$ cat src/rtl/struct_array_reader.sv
// Captures a packed {a[NELEM], b} struct image and an index range, then streams
// the selected elements of a one per beat, with field b attached to the last beat.
module struct_array_reader #(
    parameter int NELEM     = 8,
    parameter int EW        = 8,
    parameter int BW        = 16,
    parameter int ASCENDING = 0,
    parameter int IW        = 4
) (
    input  logic                    clk,
    input  logic                    rst_n,
    input  logic                    in_valid,
    output logic                    in_ready,
    input  logic [NELEM*EW+BW-1:0]  in_data,
    input  logic [IW-1:0]           rd_lo,
    input  logic [IW-1:0]           rd_hi,
    output logic                    out_valid,
    input  logic                    out_ready,
    output logic [EW-1:0]           out_elem,
    output logic [IW-1:0]           out_idx,
    output logic                    out_oob,
    output logic                    out_last,
    output logic [BW-1:0]           out_tail
);

    localparam int DW = NELEM*EW + BW;
    localparam logic [IW:0] NELEM_W = (IW+1)'(NELEM);

    typedef enum logic [0:0] {
        IDLE   = 1'b0,
        STREAM = 1'b1
    } state_t;

    state_t          state_q, state_d;
    logic [DW-1:0]   data_q, data_d;
    logic [IW-1:0]   hi_q, hi_d;
    logic [IW-1:0]   cur_q, cur_d;
    logic            dn_q, dn_d;

    logic            in_ready_q, in_ready_d;
    logic            out_valid_q, out_valid_d;
    logic [EW-1:0]   out_elem_q, out_elem_d;
    logic [IW-1:0]   out_idx_q, out_idx_d;
    logic            out_oob_q, out_oob_d;
    logic            out_last_q, out_last_d;
    logic [BW-1:0]   out_tail_q, out_tail_d;

    // Element idx of field a; placement depends on the declared array ordering.
    function automatic logic [EW-1:0] elem_at(input logic [DW-1:0] img,
                                              input logic [IW-1:0] idx);
        logic [EW-1:0] r;
        r = {EW{1'b0}};
        for (int k = 0; k < NELEM; k++) begin
            if (idx == IW'(k)) begin
                r = img[BW + EW*((ASCENDING != 0) ? (NELEM-1-k) : k) +: EW];
            end
        end
        return r;
    endfunction

    // Next-state logic; output registers are computed from next state so they stay registered.
    always_comb begin
        state_d = state_q;
        data_d  = data_q;
        hi_d    = hi_q;
        cur_d   = cur_q;
        dn_d    = dn_q;
        case (state_q)
            IDLE: begin
                if (in_valid) begin
                    data_d  = in_data;
                    hi_d    = rd_hi;
                    cur_d   = rd_lo;
                    dn_d    = (rd_hi < rd_lo);
                    state_d = STREAM;
                end else begin
                    state_d = IDLE;
                end
            end
            STREAM: begin
                if (out_valid_q && out_ready) begin
                    if (out_last_q) begin
                        state_d = IDLE;
                    end else begin
                        cur_d = dn_q ? (cur_q - {{(IW-1){1'b0}}, 1'b1})
                                     : (cur_q + {{(IW-1){1'b0}}, 1'b1});
                    end
                end else begin
                    state_d = STREAM;
                end
            end
            default: begin
                state_d = IDLE;
            end
        endcase

        in_ready_d  = 1'b1;
        out_valid_d = 1'b0;
        out_elem_d  = {EW{1'b0}};
        out_idx_d   = {IW{1'b0}};
        out_oob_d   = 1'b0;
        out_last_d  = 1'b0;
        out_tail_d  = {BW{1'b0}};
        if (state_d == STREAM) begin
            in_ready_d  = 1'b0;
            out_valid_d = 1'b1;
            out_idx_d   = cur_d;
            out_oob_d   = ({1'b0, cur_d} >= NELEM_W);
            out_elem_d  = out_oob_d ? {EW{1'b0}} : elem_at(data_d, cur_d);
            out_last_d  = (cur_d == hi_d);
            out_tail_d  = out_last_d ? data_d[BW-1:0] : {BW{1'b0}};
        end else begin
            in_ready_d  = 1'b1;
            out_valid_d = 1'b0;
        end
    end

    // State, captured image and output registers.
    always_ff @(posedge clk or negedge rst_n) begin
        if (!rst_n) begin
            state_q     <= IDLE;
            data_q      <= {DW{1'b0}};
            hi_q        <= {IW{1'b0}};
            cur_q       <= {IW{1'b0}};
            dn_q        <= 1'b0;
            in_ready_q  <= 1'b1;
            out_valid_q <= 1'b0;
            out_elem_q  <= {EW{1'b0}};
            out_idx_q   <= {IW{1'b0}};
            out_oob_q   <= 1'b0;
            out_last_q  <= 1'b0;
            out_tail_q  <= {BW{1'b0}};
        end else begin
            state_q     <= state_d;
            data_q      <= data_d;
            hi_q        <= hi_d;
            cur_q       <= cur_d;
            dn_q        <= dn_d;
            in_ready_q  <= in_ready_d;
            out_valid_q <= out_valid_d;
            out_elem_q  <= out_elem_d;
            out_idx_q   <= out_idx_d;
            out_oob_q   <= out_oob_d;
            out_last_q  <= out_last_d;
            out_tail_q  <= out_tail_d;
        end
    end

    assign in_ready  = in_ready_q;
    assign out_valid = out_valid_q;
    assign out_elem  = out_elem_q;
    assign out_idx   = out_idx_q;
    assign out_oob   = out_oob_q;
    assign out_last  = out_last_q;
    assign out_tail  = out_tail_q;

endmodule

$ cat config.mk
export PLATFORM = sky130hd
export DESIGN_NAME = struct_array_reader
export DESIGN_NICKNAME = d
export VERILOG_FILES = /design/src/rtl/struct_array_reader.sv
export SDC_FILE = /design/constraint.sdc
export NUM_CORES = 1
export LEC_CHECK = 0
export ABC_AREA = 1
export BUFFER_PORTS_ARGS = -buffer_cell sky130_fd_sc_hd__buf_2
export CORE_ASPECT_RATIO = 0.9
export CORE_MARGIN = 4
export CORE_UTILIZATION = 54
export DETAILED_ROUTE_END_ITERATION = 16
export PLACE_DENSITY_LB_ADDON = 0.08
export SYNTH_ARGS = -nofsm -noshare
export SYNTH_HDL_FRONTEND = slang
export SYNTH_SLANG_ARGS = --single-unit
export TNS_END_PERCENT = 10
$ cat constraint.sdc
create_clock -name clk -period 2.5 [get_ports clk]
set_clock_uncertainty 0.1 [all_clocks]
set_input_delay 0.375 -clock clk [delete_from_list [all_inputs] [get_ports clk]]
set_output_delay 0.375 -clock clk [all_outputs]
set_load 0.03 [all_outputs]
# == After elaboration in Yosys (flattened, before gate mapping) ==
# Cells that the tools add are included.
# W data, S select, Z words.
# totals
out_inout_bits,32
input_bits,92
word_cells,58
register_bits,122
# op_classes
n_mux,30
n_reduce_logical,3
bitwise_logic,1
eq_ne,8
n_addsub,2
magnitude_cmp,2
# op_table
op,n
$mux W80,2
$mux W8,10
$mux W16,2
$mux W4,7
$eq A4 B3 Y1 const B,4
$eq A4 B2 Y1 const B,2
$pmux W4 S2,1
$mux W1,7
$add A4 B1 Y4 const B,1
$eq A4 B1 Y1 const B,1
$eq A4 B4 Y1,1
$ge A4 B4 Y1 const B,1
$logic_not A4 Y1,1
$lt A4 B4 Y1,1
$sub A4 B1 Y4 const B,1
$pmux W1 S2,1
$reduce_and A2 Y1,1
$logic_and A1 B1 Y1,1
$not A1 Y1,1

# == Depth between registers and ports, before layout ==
# Gate-level depths: netlist of run 1.
# depth
word_depth,16
depth_mapped,15
mapped_depth_nobuf,15

# == Least setup slack after synthesis of run 1 ==
# OpenSTA, ideal clock, no wires.
# synth_path
path_type,register to register
start,register cur_q[0]
end,register out_elem_q[0] (netlist: out_elem[0])
path_stages_with_launch,13
period_less_slack_ns,2.167
slack_ns,0.333
required_ns,2.322
path_buffers,1
setup_ns,0.078
t_arrival_ns,1.990
cell_sequence,dfrtp_1 fa_1 xor2_1 nand2_1 inv_1 nor2_8 inv_2 nor2_4 buf_4 nand3_1 nand4_1 nand2_1 a21oi_1
# synth_between
elab_chain_len,16
word_cells_on_any_way,26
cone_classes,add/sub (2); order compare (1); eq/ne (7); mux (15); reduce/logical (1)
# synth_lines
item,line_no,text
"start, declared",37,"logic [IW-1:0] cur_q, cur_d;"
"start signal, assigned",124,cur_q <= {IW{1'b0}};
"start signal, assigned",137,cur_q <= cur_d;
$add A4 B1 Y4 or $sub A4 B1 Y4 (tied branches),"86, 85",
$mux W4 (*),85,"cur_d = dn_q ? (cur_q - {{(IW-1){1'b0}}, 1'b1})"
$mux W4 (*),82,if (out_last_q) begin
$mux W4 (*),81,if (out_valid_q && out_ready) begin
$pmux W4 S2 (*),68,case (state_q)
via cur_d[2],37,
$logic_not A4 Y1,54,if (idx == IW'(k)) begin
$mux W8 (8 in a row),54,
$mux W8 (*),109,"out_elem_d = out_oob_d ? {EW{1'b0}} : elem_at(data_d, cur_d);"
$mux W8 (*),104,if (state_d == STREAM) begin
via out_elem_d[0],42,"logic [EW-1:0] out_elem_q, out_elem_d;"
"end signal, assigned",128,out_elem_q <= {EW{1'b0}};
"end signal, assigned",141,out_elem_q <= out_elem_d;
"end, declared",42,
# The timed path passes the listed nets; every way through them passes the cells marked *.
# A chain may end at the register's enable or synchronous reset.

# == Final worst setup path of run 1 ==
# layout_path
start,register cur_q[0]
end,register out_elem_q[6] (netlist: out_elem[6])
# layout_between
elab_chain_len,16
word_cells_on_any_way,26
cone_classes,add/sub (2); order compare (1); eq/ne (7); mux (15); reduce/logical (1)
# layout_lines
item,line_no
$add A4 B1 Y4 or $sub A4 B1 Y4 (tied branches),"86, 85"
$mux W4,85
$mux W4,82
$mux W4,81
$pmux W4 S2 (*),68
$logic_not A4 Y1,54
$mux W8 (8 in a row),54
$mux W8 (*),109
$mux W8 (*),104
via out_elem_d[6],42
# Marks and branches as above.

==> results of run 1 <==
-- Yosys cell counts (all sizes together) --
cell | instances | area share [%]
and2 | 8 | 0.93
nor2 | 57 | 5.0
ha | 5 | 1.2
xnor2 | 1 | 0.16
o21ai | 44 | 4.1
clkbuf | 9 | 0.63
buf | 12 | 1.2
nor3 | 1 | 0.19
fa | 1 | 0.37
dfrtp | 120 | 56
o211ai | 8 | 1.1
inv | 65 | 4.5
o22ai | 1 | 0.12
a21oi | 18 | 1.7
nand4 | 13 | 1.6
nand3 | 28 | 2.9
o21a | 2 | 0.28
nand2 | 180 | 13
or2 | 34 | 4.0
dfstp | 1 | 0.49
xor2 | 3 | 0.49
nor4 | 1 | 0.40
-- how the worst min path moves through the flow --
stage                       endpoint  depth (start not counted)
after floorplan             cur_q[0]                          0
after global placement       hi_q[1]                          1
after detailed placement     hi_q[1]                          1
after CTS                 data_q[55]                          3
after global routing      data_q[53]                          3
final                     data_q[65]                          3
-- cell type report --
cell class	count	area [µm²]
Tap cell	126	157.7
Fill cell	758	2623
Multi-Input combinational cell	405	2072
Sequential cell	121	3030
Clock inverter	13	122.6
Inverter	65	244.0
Clock buffer	19	431.7
Timing Repair Buffer	163	1018
-- cell families after synthesis --
family,share of synthesized area [%]
xor+xnor,0.6516
compound gates,7.283
flops,56.33
simple gates,27.80
buf+inv,6.398
fa+ha+maj,1.536
-- metrics by stage --
stage | utilization (%) | cells | power, W | cell area, µm²
3_3_place_gp | 63.44 | 851 | 0.006657 | 6153
4_1_cts | 71.81 | 909 | 0.009094 | 6965
3_5_place_dp | 63.44 | 851 | 0.006766 | 6153
2_1_floorplan | - | 612 | 0.005693 | 5378
5_1_grt | 72.96 | 912 | 0.01002 | 7077
6_report | 72.96 | 912 | 0.009354 | 7077
-- worst min-delay path, cell delays in order --
cell     delay (ns)
buf_2          0.09
nand2_1        0.05
nand2_1        0.08
-- power by group through the flow --
stage          clock, W  sequential, W  combinational [W]
2_1_floorplan         0        0.00336            0.00234
3_3_place_gp          0        0.00305            0.00361
3_5_place_dp          0        0.00309            0.00368
4_1_cts         0.00228        0.00306            0.00376
5_1_grt         0.00238        0.00315            0.00450
6_report        0.00224        0.00306            0.00405
-- flip-flops by register name, indices dropped and copies added (netlist names) --
name       count
out_valid      1
data_q        80
out_elem       8
dn_q           1
out_idx        4
out_last       1
out_oob        1
out_tail      16
hi_q           4
cur_q          4
in_ready       1
-- metal layers --
layer	wire length [µm]	share of wire (%)
met1	6155	45
met2	6632	48
met3	759	5.5
met4	170	1.2
met5	0	0
-- timing repair --
item	CTS	global route
hold buffers	25	0
hold endpoints to repair	144	0
pin swaps	1	3
setup endpoints to repair	3	25
gates cloned	0	0
resized for setup	0	14
setup buffers	1	3
==> out/results.ini, run 1 <==
[floorplanning]
ioPinCount=124
die-area_um2=11620
rows=34
fp.dieH_um=102.7
core_um2=9699
fp.dieW_um=113.2
initial_core_util_pct=55.44

[setup_path]
worst-path-stages=12
cp-start-kind=flip-flop
crit_path_end_kind=flip-flop
r2r_start=cur_q[0]
cp.arrival_ns=2.69
cp-endpoint=out_elem[6]
crit_fanout=8
cp_top_family=simple AND/OR/NAND/NOR gates
r2r-end=out_elem[6]
critPathBufInv=2
r2r_cells=12
cp_slowest_cell=fa_1
cp.required_ns=2.80
slowest_delay_ns=0.46
critPathLaunch=cur_q[0]
crit_path_cell_trace=fa_1, xor2_1, nand2_1, inv_1, nor2_8, nand4_1, buf_4, nor2_1, nor2_1, nand4_1, nand2_1, a21oi_1
rrSetupSlack_ns=0.11
critical_path_class=flip-flop to flip-flop

[clock_tree]
clk_pin_slew_ns=0.06
cts_max_path_buffers=2
cts_buffers=17
htreeDepth=4
tritoncts=done
clockRootBuffer=clkbuf_8
clock-sinks=121
clk_latency_ns=0.51

[worst_hold_path]
hold_path_class=input port to flip-flop
hp-start=in_data[65]

[timing]
fin_crit_ns=2.394
finalMaxSlewViolations=0
fmax_ghz=0.4178
tightest_slew_ns=0.6209
finalSetupViolCount=0
fin_ws_ns=0.1064
totalNegativeSetupSlack_ns=0
hold_viol=0
max_slew_margin_pct=58.60
holdWs_ns=0.02145
period_share_pct=95.74

[logic_synthesis]
syn-cell-area_um2=5378
synth_cell_types=34
synth_warnings=0
syn_inst=612
syn_area_per_cell_um2=8.787
synth_seq_cells=121
syn_nets=710
ys_seq_area_share_pct=56.33

[outcome]
status=complete, no violations

[global_route]
overflow=0
met1_usage_pct=33.95
first_global_vias=4462
antenna_found_initial=0
track_usage_pct=24.52
use_met2_pct=38.75
grt_start_max_net_pins=121
grt_busiest_layer=met2
grt_pass1_wl_um=22010
grt.met3_usage_pct=5.692

[power_and_ir_drop]
p_switching_w=0.003743
clkPwrFrac_pct=23.9
p_int_w=0.005611
max-vdd-ir-drop_mv=0.6242
switching_share_pct=40.01
p_leak_nw=3.770
p_seq_share_pct=32.7
power_frac_comb_pct=43.3
power_density_nw_per_um2=1322

[placed_design]
portBuffers=123
dp_hpwl_um=9492
pre_cts_ws_ns=-0.02302
gp_congestion=0.8542

[drt]
drt_iter0_drc=218
vias=4557
wl_per_cell_um=15.04
wl_um=13720
drcViolationCount=0
via_per_inst=4.997
ant_nets=0
drt_pre_antenna_iters=5

[cells_and_area]
drive_gt1_share_pct=29.90
layout_common_cells=nand2_1 (175), buf_2 (122), dfrtp_1 (119)
syn_to_final_growth_pct=31.60
final_common_cell=nand2_1
diodes=0
fin_nets=871

[flow_run]
drv_cap=0

No activity file was read; power rests on OpenSTA's default activity.
==> run 2: changes to the inputs <==
CORE_UTILIZATION = 30   (was 54)
==> run 2 against run 1 <==
  * Combinational power about the same
  * Worst hold slack better by 0.069 ns
  * Clock power increased by 16%
  * Largest cell class unchanged
  * Maximum frequency is 2.4% higher
  * Core utilization down 33 points
  * Power up 3.6%
  * Critical path depth is 2 higher
  * Wire length increased by 12%
==> out/results.ini, run 2 (synthesis results as in run 1) <==
[outcome]
status=complete, no violations

[setup_path]
r2r-end=out_elem[3]
r2r_start=out_valid
cp_slowest_cell=dfrtp_1
r2r_cells=14
critical_path_class=flip-flop to flip-flop
slowest_delay_ns=0.48
cp.required_ns=2.76
path_common_cell=inv_1
rrSetupSlack_ns=0.16
crit_path_end_kind=flip-flop
cp-endpoint=out_elem[3]
cp-start-kind=flip-flop
crit_fanout=9
cp.arrival_ns=2.60
crit_path_cell_trace=inv_1, nand2_2, nand2_1, nor2_1, nor2_4, inv_1, buf_4, nor2_4, nand2_2, inv_4, a21oi_1, nand4_1, nand2_1, inv_1
critPathLaunch=out_valid

[global_route]
grt_start_max_net_pins=67
grt_pass1_wl_um=24750
overflow=0
first_global_vias=4713
track_usage_pct=15.84
antenna_found_initial=0

[floorplanning]
die-area_um2=20130
initial_core_util_pct=30.53
core_um2=17610
fp.dieW_um=149.1
ioPinCount=124
rows=46
fp.dieH_um=135.0

[cells_and_area]
fin_nets=855
final_common_cell=nand2_1
regArea_um2=3030
fillerInstances=1894
drive_gt1_share_pct=31.04
top_register=data_q
fin_util_pct=40.37
fin_area_um2=7111
instances_no_fill=1010
largest_reg_flops=80
diodes=0
layout_common_cells=nand2_1 (175), buf_2 (122), dfrtp_1 (119)
syn_to_final_growth_pct=32.22
multiInputGateArea_um2=2041

[timing]
finalMaxSlewViolations=0
hold_viol=0
fin_crit_ns=2.339
grt_setup_unrepaired=yes
tightest_slew_ns=0.4988
finalSetupViolCount=0
fmax_ghz=0.4276
max_slew_margin_pct=66.52
period_share_pct=93.54
totalNegativeSetupSlack_ns=0

[placed_design]
gp_congestion=0.8387
placed_cell_area_um2=6346
dp_hpwl_um=11380
portBuffers=123
placed_cells=970

[worst_hold_path]
hold_path_class=input port to flip-flop

[clock_tree]
tritoncts=done
clk_pin_slew_ns=0.06
clockRootBuffer=clkbuf_16
cts_buffers=17
clk_latency_ns=0.42
clock-sinks=121
cts_max_path_buffers=2
htreeDepth=4

[drt]
ant_nets=0
drcViolationCount=0
wl_per_cell_um=15.27
vias=4465
wl_um=15420
drt_iter0_drc=240
drt_pre_antenna_iters=4
via_per_inst=4.421

[power_and_ir_drop]
total_power_w=0.009690
power_density_nw_per_um2=1363
p_leak_nw=3.761
max-vdd-ir-drop_mv=0.5688

[flow_run]
drv_cap=0

## run 2: power breakdown
part           total, W  internal (W)  switching [W]  leakage (nW)
logic           0.00404       0.00150        0.00254          1.96
clock network   0.00260       0.00171       0.000885         0.306
registers       0.00305       0.00281       0.000247          1.49
total           0.00969       0.00602        0.00367          3.76
## run 2: repair_timing
item,CTS,global route
hold endpoints to repair,120,0
setup endpoints to repair,8,25
gates resized for setup,1,13
hold buffers,1,0
buffers inserted,3,4
pin swaps,2,3
## run 2: area by class of cell
type	instances	area share, %
clock buffers	20	6.423
well taps	240	4.223
multi-input cells	405	28.70
inverters	65	3.502
flip-flops and latches	121	42.62
clock inverters	12	2.428
repair buffers	147	12.11
## run 2: per-layer routing
| metal | share of wire (%) | up-vias | global-route usage (%) |
|---|---|---|---|
| li1 | - | 2216 | - |
| met1 | 47 | 2134 | 21.61 |
| met2 | 47 | 98 | 25.08 |
| met3 | 4.7 | 17 | 4.161 |
| met4 | 1.5 | 0 | 4.321 |
| met5 | 0 | - | 0 |
## run 2: worst max-delay path, delay by kind of cell, from the launching register on
| family | cells | cell delay [ns] |
|---|---|---|
| AO/OA/AOI/OAI | 1 | 0.06 |
| buffers and inverters | 5 | 0.60 |
| AND/OR/NAND/NOR | 8 | 1.04 |
| flip-flops | 1 | 0.48 |
## run 2: stage by stage
step	hold WS, ns	setup slack [ns]
global placement	0.07975	-0.06088
finish	0.09007	0.1614
global route	0.08547	-0.007208
CTS	0.06848	0.04014
floorplan	-0.02059	0.3328
detailed placement	0.08047	-0.08635
## run 2: how the worst min path moves through the flow
stage | start | endpoint | slack, ns | cells past startpoint
after floorplan | rst_n | cur_q[0] | -0.02 | 0
after global placement | rst_n | out_tail[7] | 0.08 | 1
after detailed placement | rst_n | out_tail[7] | 0.08 | 1
after CTS | in_data[55] | data_q[55] | 0.07 | 3
after global routing | in_data[55] | data_q[55] | 0.09 | 3
final | in_data[79] | data_q[79] | 0.09 | 3
==> run 3: changes to the inputs <==
SETUP_SLACK_MARGIN = 0.4   (was unset)
==> run 3 against run 2 <==
  * Register-to-register slack better by 0.07 ns
  * Critical path type unchanged
  * Critical endpoint is now out_elem[2]
  * Largest power group unchanged
  * Core utilization up 0.48 points
  * Maximum frequency up 3.2%
  * Clock-buffer cell count up 2
  * Wire length up 0.27%
  * Via count up 0.27%
  * Combinational power up 9.7%
  * Worst setup slack better by 0.072 ns
  * Power up 1.8%
==> out/results.ini, run 3 (synthesis results as in run 1) <==
[outcome]
status=complete, no violations

[placed_design]
portBuffers=123
placed_cell_area_um2=6376
gp_congestion=0.8060
dp_hpwl_um=11010
pre_cts_ws_ns=0.07043

[power_and_ir_drop]
p_leak_nw=3.802
power_frac_comb_pct=44.9
p_int_w=0.006082
switching_share_pct=38.32
p_switching_w=0.003778
p_seq_share_pct=30.9
clkPwrFrac_pct=24.1
power_density_nw_per_um2=1370
total_power_w=0.009860
max-vdd-ir-drop_mv=0.6983

[clock_tree]
clk_latency_ns=0.41
clock-sinks=121
cts_max_path_buffers=2
clk_pin_slew_ns=0.05
clockRootBuffer=clkbuf_16
tritoncts=done
htreeDepth=4
cts_buffers=17

[setup_path]
path_common_cell=nand2_1
cp.required_ns=2.73
cp_slowest_cell=dfrtp_1
cp.arrival_ns=2.50
crit_fanout=8
slowest_delay_ns=0.42
crit_path_end_kind=flip-flop
critical_path_class=flip-flop to flip-flop
cp-start-kind=flip-flop
crit_path_cell_trace=ha_4, a21oi_2, nand2_1, nand2_1, nand3_2, nand2_4, nand2_4, buf_12, nor2_4, buf_12, nand3_1, nand4_1, nand2_1, a21oi_1

[cells_and_area]
drive_gt1_share_pct=33.16
diodes=0
regArea_um2=3030
multiInputGateArea_um2=2095
fin_area_um2=7196
top_register=data_q
final_common_cell=nand2_1
layout_common_cells=nand2_1 (175), buf_2 (122), dfrtp_1 (119)
syn_to_final_growth_pct=33.81
largest_reg_flops=80
fin_nets=864
fillerInstances=1902

[timing]
tightest_slew_ns=0.5058
totalNegativeSetupSlack_ns=0
grt_setup_unrepaired=yes
hold_viol=0
period_share_pct=90.66
max_slew_margin_pct=65.93
fmax_ghz=0.4412
fin_crit_ns=2.267
fin_ws_ns=0.2335
finalMaxSlewViolations=0
finalSetupViolCount=0

[global_route]
grt_pass1_wl_um=24970
antenna_found_initial=0
grt_start_max_net_pins=82
track_usage_pct=15.98
overflow=0
first_global_vias=4870

[flow_run]
drv_cap=0

[floorplanning]
rows=46
core_um2=17610
fp.dieH_um=135.0
die-area_um2=20130
ioPinCount=124
fp.dieW_um=149.1
initial_core_util_pct=30.53

[drt]
drt_pre_antenna_iters=5
vias=4477
wl_um=15470
via_per_inst=4.398
drcViolationCount=0
drt_iter0_drc=236
wl_per_cell_um=15.19
ant_nets=0

[worst_hold_path]
hold_path_class=input port to flip-flop

## run 3: layer usage
metal / vias to the layer above / GRT usage [%] / share of wire, %
met5: - / 0 / 0
met1: 2140 / 21.55 / 47
met2: 92 / 25.79 / 48
met3: 12 / 4.128 / 4.1
li1: 2233 / - / -
met4: 0 / 4.118 / 0.92
## run 3: timing repair
item                       CTS  global route
buffers inserted            11             2
hold buffers                 1             0
setup endpoints to repair   25            25
pin swaps                   13             4
cloned                       0             1
hold endpoints to repair    31             0
gates resized for setup     19             4
## run 3: final timing paths
kind	startpoint	end	slack, ns	cells after the start
min in group asynchronous	rst_n	data_q[24]	0.39	2
hold / removal	in_data[78]	data_q[78]	0.09	3
setup reg to reg	cur_q[2]	out_elem[2]	0.23	14
hold reg to reg	data_q[78]	data_q[78]	0.37	2
max in group asynchronous	rst_n	in_ready	1.25	3
setup / recovery	cur_q[2]	out_elem[2]	0.23	14
## run 3: power groups by stage
stage	Clock, W	Sequential, W	Combinational, W
after floorplan	0	0.00336	0.00235
after global placement	0	0.00306	0.00381
after detailed placement	0	0.00308	0.00386
after CTS	0.00244	0.00306	0.00431
after global routing	0.00254	0.00313	0.00492
final	0.00238	0.00305	0.00443
## run 3: critical path, delay by kind of cell, from the launching register on
family	cells	cell delay, ns
AO/OA/AOI/OAI	2	0.28
AND/OR/NAND/NOR	9	0.82
adder cells (fa/ha/maj)	1	0.28
flip-flops	1	0.42
buffers and inverters	2	0.28
## run 3: layout make-up
cell class                      count  area share, %
Clock buffer                       22          6.590
Clock inverter                      9          1.356
Sequential cell                   121          42.11
Inverter                           65          3.425
Multi-Input combinational cell    405          29.11
Timing Repair Buffer              156          13.23
Tap cell                          240          4.173
## run 3: metrics by stage
step / util, % / instances / hold WS [ns]
2_1_floorplan: - / 612 / -0.02059
3_3_place_gp: 36.20 / 972 / 0.2743
3_5_place_dp: 36.20 / 972 / 0.2801
4_1_cts: 40.52 / 1015 / 0.07005
5_1_grt: 40.86 / 1018 / 0.09722
6_report: 40.86 / 1018 / 0.08719
